<file path="src/rtl/alu_pkg.sv">
// Shared definitions for the ALU and its instruction sequencer:
// opcode values, datapath width and sequencer state encoding.
package alu_pkg;

  localparam int ALU_W = 4;

  localparam logic [3:0] OP_NOT   = 4'd0;
  localparam logic [3:0] OP_AND   = 4'd1;
  localparam logic [3:0] OP_NAND  = 4'd2;
  localparam logic [3:0] OP_OR    = 4'd3;
  localparam logic [3:0] OP_NOR   = 4'd4;
  localparam logic [3:0] OP_XOR   = 4'd5;
  localparam logic [3:0] OP_XNOR  = 4'd6;
  localparam logic [3:0] OP_SHIFT = 4'd7;
  localparam logic [3:0] OP_ADD   = 4'd8;
  localparam logic [3:0] OP_SUB   = 4'd9;
  localparam logic [3:0] OP_MUL   = 4'd10;
  localparam logic [3:0] OP_DIV   = 4'd11;
  localparam logic [3:0] OP_LDI   = 4'd12;

  typedef enum logic [1:0] {
    ST_IDLE = 2'd0,
    ST_EXEC = 2'd1,
    ST_WB1  = 2'd2,
    ST_WB2  = 2'd3
  } state_e;

  function automatic logic is_illegal(input logic [3:0] op);
    return op > OP_LDI;
  endfunction

  function automatic logic writes_two(input logic [3:0] op);
    return (op == OP_MUL) || (op == OP_DIV);
  endfunction

endpackage

</file>
<file path="src/rtl/alu.sv">
// Combinational 4-bit ALU: logic ops, left shift, wrapping add/sub,
// full-width product and quotient/remainder (zero when y is zero).
module alu
  import alu_pkg::*;
(
  input  logic [ALU_W-1:0]   x,
  input  logic [ALU_W-1:0]   y,
  input  logic [3:0]         opcode,
  output logic [ALU_W-1:0]   o,
  output logic [2*ALU_W-1:0] product,
  output logic [ALU_W-1:0]   remainder
);

  logic [ALU_W-1:0] quotient;

  always_comb begin
    product   = (2*ALU_W)'(x) * (2*ALU_W)'(y);
    quotient  = (y == '0) ? '0 : x / y;
    remainder = (y == '0) ? '0 : x % y;
    o         = '0;
    case (opcode)
      OP_NOT:   o = ~x;
      OP_AND:   o = x & y;
      OP_NAND:  o = ~(x & y);
      OP_OR:    o = x | y;
      OP_NOR:   o = ~(x | y);
      OP_XOR:   o = x ^ y;
      OP_XNOR:  o = ~(x ^ y);
      OP_SHIFT: o = x << y;
      OP_ADD:   o = x + y;
      OP_SUB:   o = x - y;
      OP_MUL:   o = product[ALU_W-1:0];
      OP_DIV:   o = quotient;
      default:  o = '0;
    endcase
  end

endmodule

</file>
<file path="src/rtl/alu_sequencer.sv">
// Single-issue instruction sequencer: latches operands at accept, runs the
// ALU for one cycle, then writes one or two registers back.
module alu_sequencer
  import alu_pkg::*;
#(
  parameter  int NREGS = 4,
  localparam int RA_W  = $clog2(NREGS)
) (
  input  logic             clk,
  input  logic             rst,
  input  logic             in_valid,
  output logic             in_ready,
  input  logic [3:0]       in_op,
  input  logic [RA_W-1:0]  in_dst,
  input  logic [RA_W-1:0]  in_src_a,
  input  logic [RA_W-1:0]  in_src_b,
  input  logic [3:0]       in_imm,
  input  logic [RA_W-1:0]  rd_addr,
  output logic [3:0]       rd_data,
  output logic             done,
  output logic [3:0]       result,
  output logic             err_div0,
  output logic             err_illegal
);

  state_e            state_q, state_d;
  logic [3:0]        op_q, op_d;
  logic [RA_W-1:0]   dst_q, dst_d;
  logic [ALU_W-1:0]  imm_q, imm_d;
  logic [ALU_W-1:0]  a_q, a_d;
  logic [ALU_W-1:0]  b_q, b_d;
  logic [ALU_W-1:0]  res_lo_q, res_lo_d;
  logic [ALU_W-1:0]  res_hi_q, res_hi_d;
  logic [ALU_W-1:0]  result_q, result_d;
  logic              div0_q, div0_d;
  logic              ill_q, ill_d;
  logic [ALU_W-1:0]  regs_q [NREGS];
  logic [ALU_W-1:0]  regs_d [NREGS];

  logic [ALU_W-1:0]   alu_o;
  logic [2*ALU_W-1:0] alu_product;
  logic [ALU_W-1:0]   alu_remainder;

  alu u_alu (
    .x         (a_q),
    .y         (b_q),
    .opcode    (op_q),
    .o         (alu_o),
    .product   (alu_product),
    .remainder (alu_remainder)
  );

  assign in_ready = (state_q == ST_IDLE) && !rst;
  assign rd_data  = regs_q[rd_addr];
  assign result   = result_q;

  always_comb begin
    state_d     = state_q;
    op_d        = op_q;
    dst_d       = dst_q;
    imm_d       = imm_q;
    a_d         = a_q;
    b_d         = b_q;
    res_lo_d    = res_lo_q;
    res_hi_d    = res_hi_q;
    result_d    = result_q;
    div0_d      = div0_q;
    ill_d       = ill_q;
    regs_d      = regs_q;
    done        = 1'b0;
    err_div0    = 1'b0;
    err_illegal = 1'b0;

    case (state_q)
      ST_IDLE: begin
        if (in_valid && in_ready) begin
          op_d    = in_op;
          dst_d   = in_dst;
          imm_d   = in_imm;
          a_d     = regs_q[in_src_a];
          b_d     = regs_q[in_src_b];
          div0_d  = (in_op == OP_DIV) && (regs_q[in_src_b] == '0);
          ill_d   = is_illegal(in_op);
          state_d = ST_EXEC;
        end
      end
      ST_EXEC: begin
        if (op_q == OP_LDI)      res_lo_d = imm_q;
        else if (op_q == OP_MUL) res_lo_d = alu_product[ALU_W-1:0];
        else                     res_lo_d = alu_o;
        res_hi_d = (op_q == OP_MUL) ? alu_product[2*ALU_W-1:ALU_W] : alu_remainder;
        state_d  = ST_WB1;
      end
      ST_WB1: begin
        // Faulted instructions retire here without touching any register.
        if (div0_q || ill_q) begin
          done        = 1'b1;
          err_div0    = div0_q;
          err_illegal = ill_q;
          state_d     = ST_IDLE;
        end else begin
          regs_d[dst_q] = res_lo_q;
          result_d      = res_lo_q;
          if (writes_two(op_q)) begin
            state_d = ST_WB2;
          end else begin
            done    = 1'b1;
            state_d = ST_IDLE;
          end
        end
      end
      ST_WB2: begin
        regs_d[dst_q + RA_W'(1)] = res_hi_q;
        done    = 1'b1;
        state_d = ST_IDLE;
      end
      default: state_d = ST_IDLE;
    endcase

    // A reset cycle aborts the instruction, so no retire is reported.
    if (rst) begin
      done        = 1'b0;
      err_div0    = 1'b0;
      err_illegal = 1'b0;
    end
  end

  always_ff @(posedge clk) begin
    if (rst) begin
      state_q  <= ST_IDLE;
      op_q     <= '0;
      dst_q    <= '0;
      imm_q    <= '0;
      a_q      <= '0;
      b_q      <= '0;
      res_lo_q <= '0;
      res_hi_q <= '0;
      result_q <= '0;
      div0_q   <= 1'b0;
      ill_q    <= 1'b0;
      for (int i = 0; i < NREGS; i++) regs_q[i] <= '0;
    end else begin
      state_q  <= state_d;
      op_q     <= op_d;
      dst_q    <= dst_d;
      imm_q    <= imm_d;
      a_q      <= a_d;
      b_q      <= b_d;
      res_lo_q <= res_lo_d;
      res_hi_q <= res_hi_d;
      result_q <= result_d;
      div0_q   <= div0_d;
      ill_q    <= ill_d;
      for (int i = 0; i < NREGS; i++) regs_q[i] <= regs_d[i];
    end
  end

endmodule

</file>
<file path="config.mk">
export PLATFORM = sky130hd
export DESIGN_NAME = alu_sequencer
export DESIGN_NICKNAME = d
export VERILOG_FILES = /design/src/rtl/alu_pkg.sv /design/src/rtl/alu.sv /design/src/rtl/alu_sequencer.sv
export SDC_FILE = /design/constraint.sdc
export NUM_CORES = 1
export LEC_CHECK = 0
export BUFFER_PORTS_ARGS = -buffer_cell sky130_fd_sc_hd__clkbuf_2
export CAP_MARGIN = 25
export CORE_UTILIZATION = 50
export CTS_BUF_LIST = sky130_fd_sc_hd__clkbuf_2
export DETAILED_ROUTE_END_ITERATION = 10
export PLACE_DENSITY = 0.68
export SYNTH_ARGS = -nofsm -noshare
export SYNTH_HDL_FRONTEND = slang
export SYNTH_SLANG_ARGS = --single-unit
</file>
<file path="constraint.sdc">
create_clock -name clk -period 7.53 [get_ports clk]
set_input_delay 0.3765 -clock clk [delete_from_list [all_inputs] [get_ports clk]]
set_output_delay 0.3765 -clock clk [all_outputs]
set_load 0.05 [all_outputs]
</file>
==> results.md <==
* Layout area overhead at 5.537%
* Period utilization at 66.57%
* GPL Wtd Cong at 0.9067
* GRT Residual Overflow at 0
* Finished Core Util at 55.61%
* Post-synth top flop: dfxtp_1
* Synth area leader: dfxtp_1
* Max clock buf depth at 2
* IO Pins at 31
* Hold Buf Count CTS at 0
* Mapped Area at 4135 um2
* Tmin final at 5013 ps
* Peak supply drop at 0.08269 mV
* Chip height at 92.94 um
* Slew at the pin closest to its max-slew limit at 798.7 ps
* Max-cap violations at 0
* F_max at 0.1995 GHz
* Internal cell power at 327.1 uW
* CP Max Fanout at 13
* WP data arrival at 5370 ps
* Logic pwr share at 15.6%
* Via count at 3,737
* Antenna Nets Post-Route at 0
* Switch Pwr at 147.0 uW
* Worst setup SP type: flop
* Avg WL per Cell at 18.31 um
* DIE AREA at 8638 um2
* CP Class: reg -> reg
* Syn_nets at 546
* Synth Register Bits at 50
* Antenna violations before repair at 0
* # rows at 32
* Max-slew headroom at 46.68%
* Largest cells by area after synthesis: dfxtp_1, ha_1, mux4_2
* Routed wire length at 11,000 um
* Ant diodes at 0
* RSZ-0062 raised after global routing: no
* Post-cts resize count at 0
* Final net count at 562
* CTS buffer count at 5
* P_leak at 0.001761 uW
* Core footprint at 7848 um2
* Starting Density at 52.69%
* Power Density at 108.6 nW/um2
* Post-synthesis async set-or-reset flop share at 0%
* Fraction of layout cells with a size suffix above 1 at 12.83%
* Root Buffer: clkbuf_2
* Clock Latency Late Sink at 430 ps
* Fin Setup TNS at 0 ps
* CTS tree: yes
* Status: finished, final reports clean
* Drt first pass iters at 5
* Fin. max-slew vios at 0
* Mapped Cells at 482
* Final setup vio count at 0
* Port Buffers at 30
* Synth warn at 0
* Post-CTS Setup Repair Bufs at 0
* Dpl hpwl at 8443 um
* Syn avg cell area at 8.579 um2
* Register area share after synthesis at 24.21%
* Commonest non-fill, non-tap cell in the layout: nor2_1
* Most frequent cells in the layout: nor2_1, dfxtp_1, ha_1, nand2_1, clkbuf_2
* Worst path required time at 7880 ps
* First-pass GRT wire length at 18,400 um
* Vias in the first global route at 3,545
* Die X at 92.94 um
* DR vias/cell at 6.218
* Switching share of power at 31.00%
* Clock-pin slew on the worst setup and hold paths at 240 ps
* Drc violations at 0
* Clk_skew at 17.01 ps
* Part of the power in registers at 61.6%
* Drt initial violations at 298
* Critical Path Sink Type: flop
* Hold Violations, Final at 0
* Worst hold path type: in -> reg
* Netlist cell types at 66
* H-Tree Depth at 2
* Synth top area share at 24.21%
* Total clock sinks at 50
* Number of enable flip-flop cells after synthesis at 0
* Largest net degree at the start of global routing at 54
* GRT Util Overall at 27.24%
* Clock Power Share at 22.7%
-- kinds of logic (layout without fill, tap and decap cells) --
logic type / count (synthesis) / count (layout) / share of synthesized area [%]
AOI/OAI and AO/OA: 125 / 125 / 20.54
muxes: 36 / 36 / 12.47
DFF: 50 / 50 / 24.21
and+or+nand+nor: 175 / 175 / 21.69
xor gates and xnor gates: 10 / 10 / 2.118
adders and majority gates: 45 / 45 / 14.71
buffers and inverters: 41 / 58 / 4.266
-- final timing paths --
path	start	to	slack [ps]	depth (start not counted)
setup reg to reg	b_q[0]$_SDFFE_PP0P_	res_hi_q[3]$_SDFFE_PP0N_	2520	18
setup / recovery	b_q[0]$_SDFFE_PP0P_	res_hi_q[3]$_SDFFE_PP0N_	2520	18
hold / removal	in_dst[1]	dst_q[1]$_SDFFE_PP0P_	130	3
hold reg to reg	imm_q[2]$_SDFFE_PP0P_	imm_q[2]$_SDFFE_PP0P_	490	2
-- critical path, stage by stage, from the launching register on --
cell,delay (ps)
dfxtp_1,660
inv_1,250
ha_1,330
and2_1,150
nor2_1,130
ha_1,240
nor3_1,100
or4_4,490
nand2_1,80
ha_1,240
o21ai_0,170
a21o_1,240
mux2i_1,320
ha_1,300
nor2b_1,150
o31ai_1,490
and3_1,250
o211ai_1,90
a311oi_1,260
-- power by group through the flow --
stage	logic (uW)	clock network, uW	registers (uW)
floorplan	61.2	0	286
finish	74.2	108	292
detailed placement	73.5	0	297
global route	82.0	121	295
global placement	72.5	0	297
CTS	74.0	110	292
-- Yosys cell counts (all sizes together), types with 10 or more instances --
| cell type | number |
|---|---|
| ha | 39 |
| nand2b | 17 |
| a211oi | 11 |
| dfxtp | 50 |
| inv | 17 |
| o21ai | 33 |
| mux2i | 20 |
| nor3 | 10 |
| mux4 | 12 |
| clkbuf | 16 |
| nand2 | 37 |
| a21oi | 19 |
| nor2 | 59 |
| o31ai | 10 |
-- metrics by stage --
| step | total power [uW] | setup slack [ps] | hold WS [ps] | cells | cell area, um2 |
|---|---|---|---|---|---|
| final | 474.1 | 2517 | 127.2 | 601 | 4364 |
| after global routing | 497.2 | 2043 | 101.9 | 601 | 4364 |
| after detailed placement | 370.6 | 2628 | 467.5 | 593 | 4323 |
| after floorplan | 347.0 | 3190 | 445.4 | 482 | 4135 |
| after CTS | 476.3 | 2566 | 109.1 | 601 | 4364 |
| after global placement | 369.2 | 2830 | 464.6 | 593 | 4323 |
-- registers in the layout (all words and copies together), names as in the netlist, 4 cells and up --
signal	flops
res_hi_q	4
op_q	4
regs_q	16
result	4
imm_q	4
b_q	4
res_lo_q	4
a_q	4
-- layout make-up --
type	instances	area (um2)
multi-input cells	391	2958
well taps	102	127.6
clock buffers	5	25.02
repair buffers	33	172.7
clock inverters	3	16.27
flip-flops and latches	50	1001
fillers	765	3483
inverters	17	63.81
-- per-layer routing --
| layer | global-route usage [%] | up-vias | share of wire [%] |
|---|---|---|---|
| li1 | - | 1811 | - |
| met1 | 38.77 | 1789 | 47 |
| met2 | 43.14 | 117 | 45 |
| met3 | 4.269 | 20 | 6.3 |
| met4 | 6.282 | 0 | 1.5 |
| met5 | 0 | - | 0 |
No activity file was read; power rests on OpenSTA's default activity.
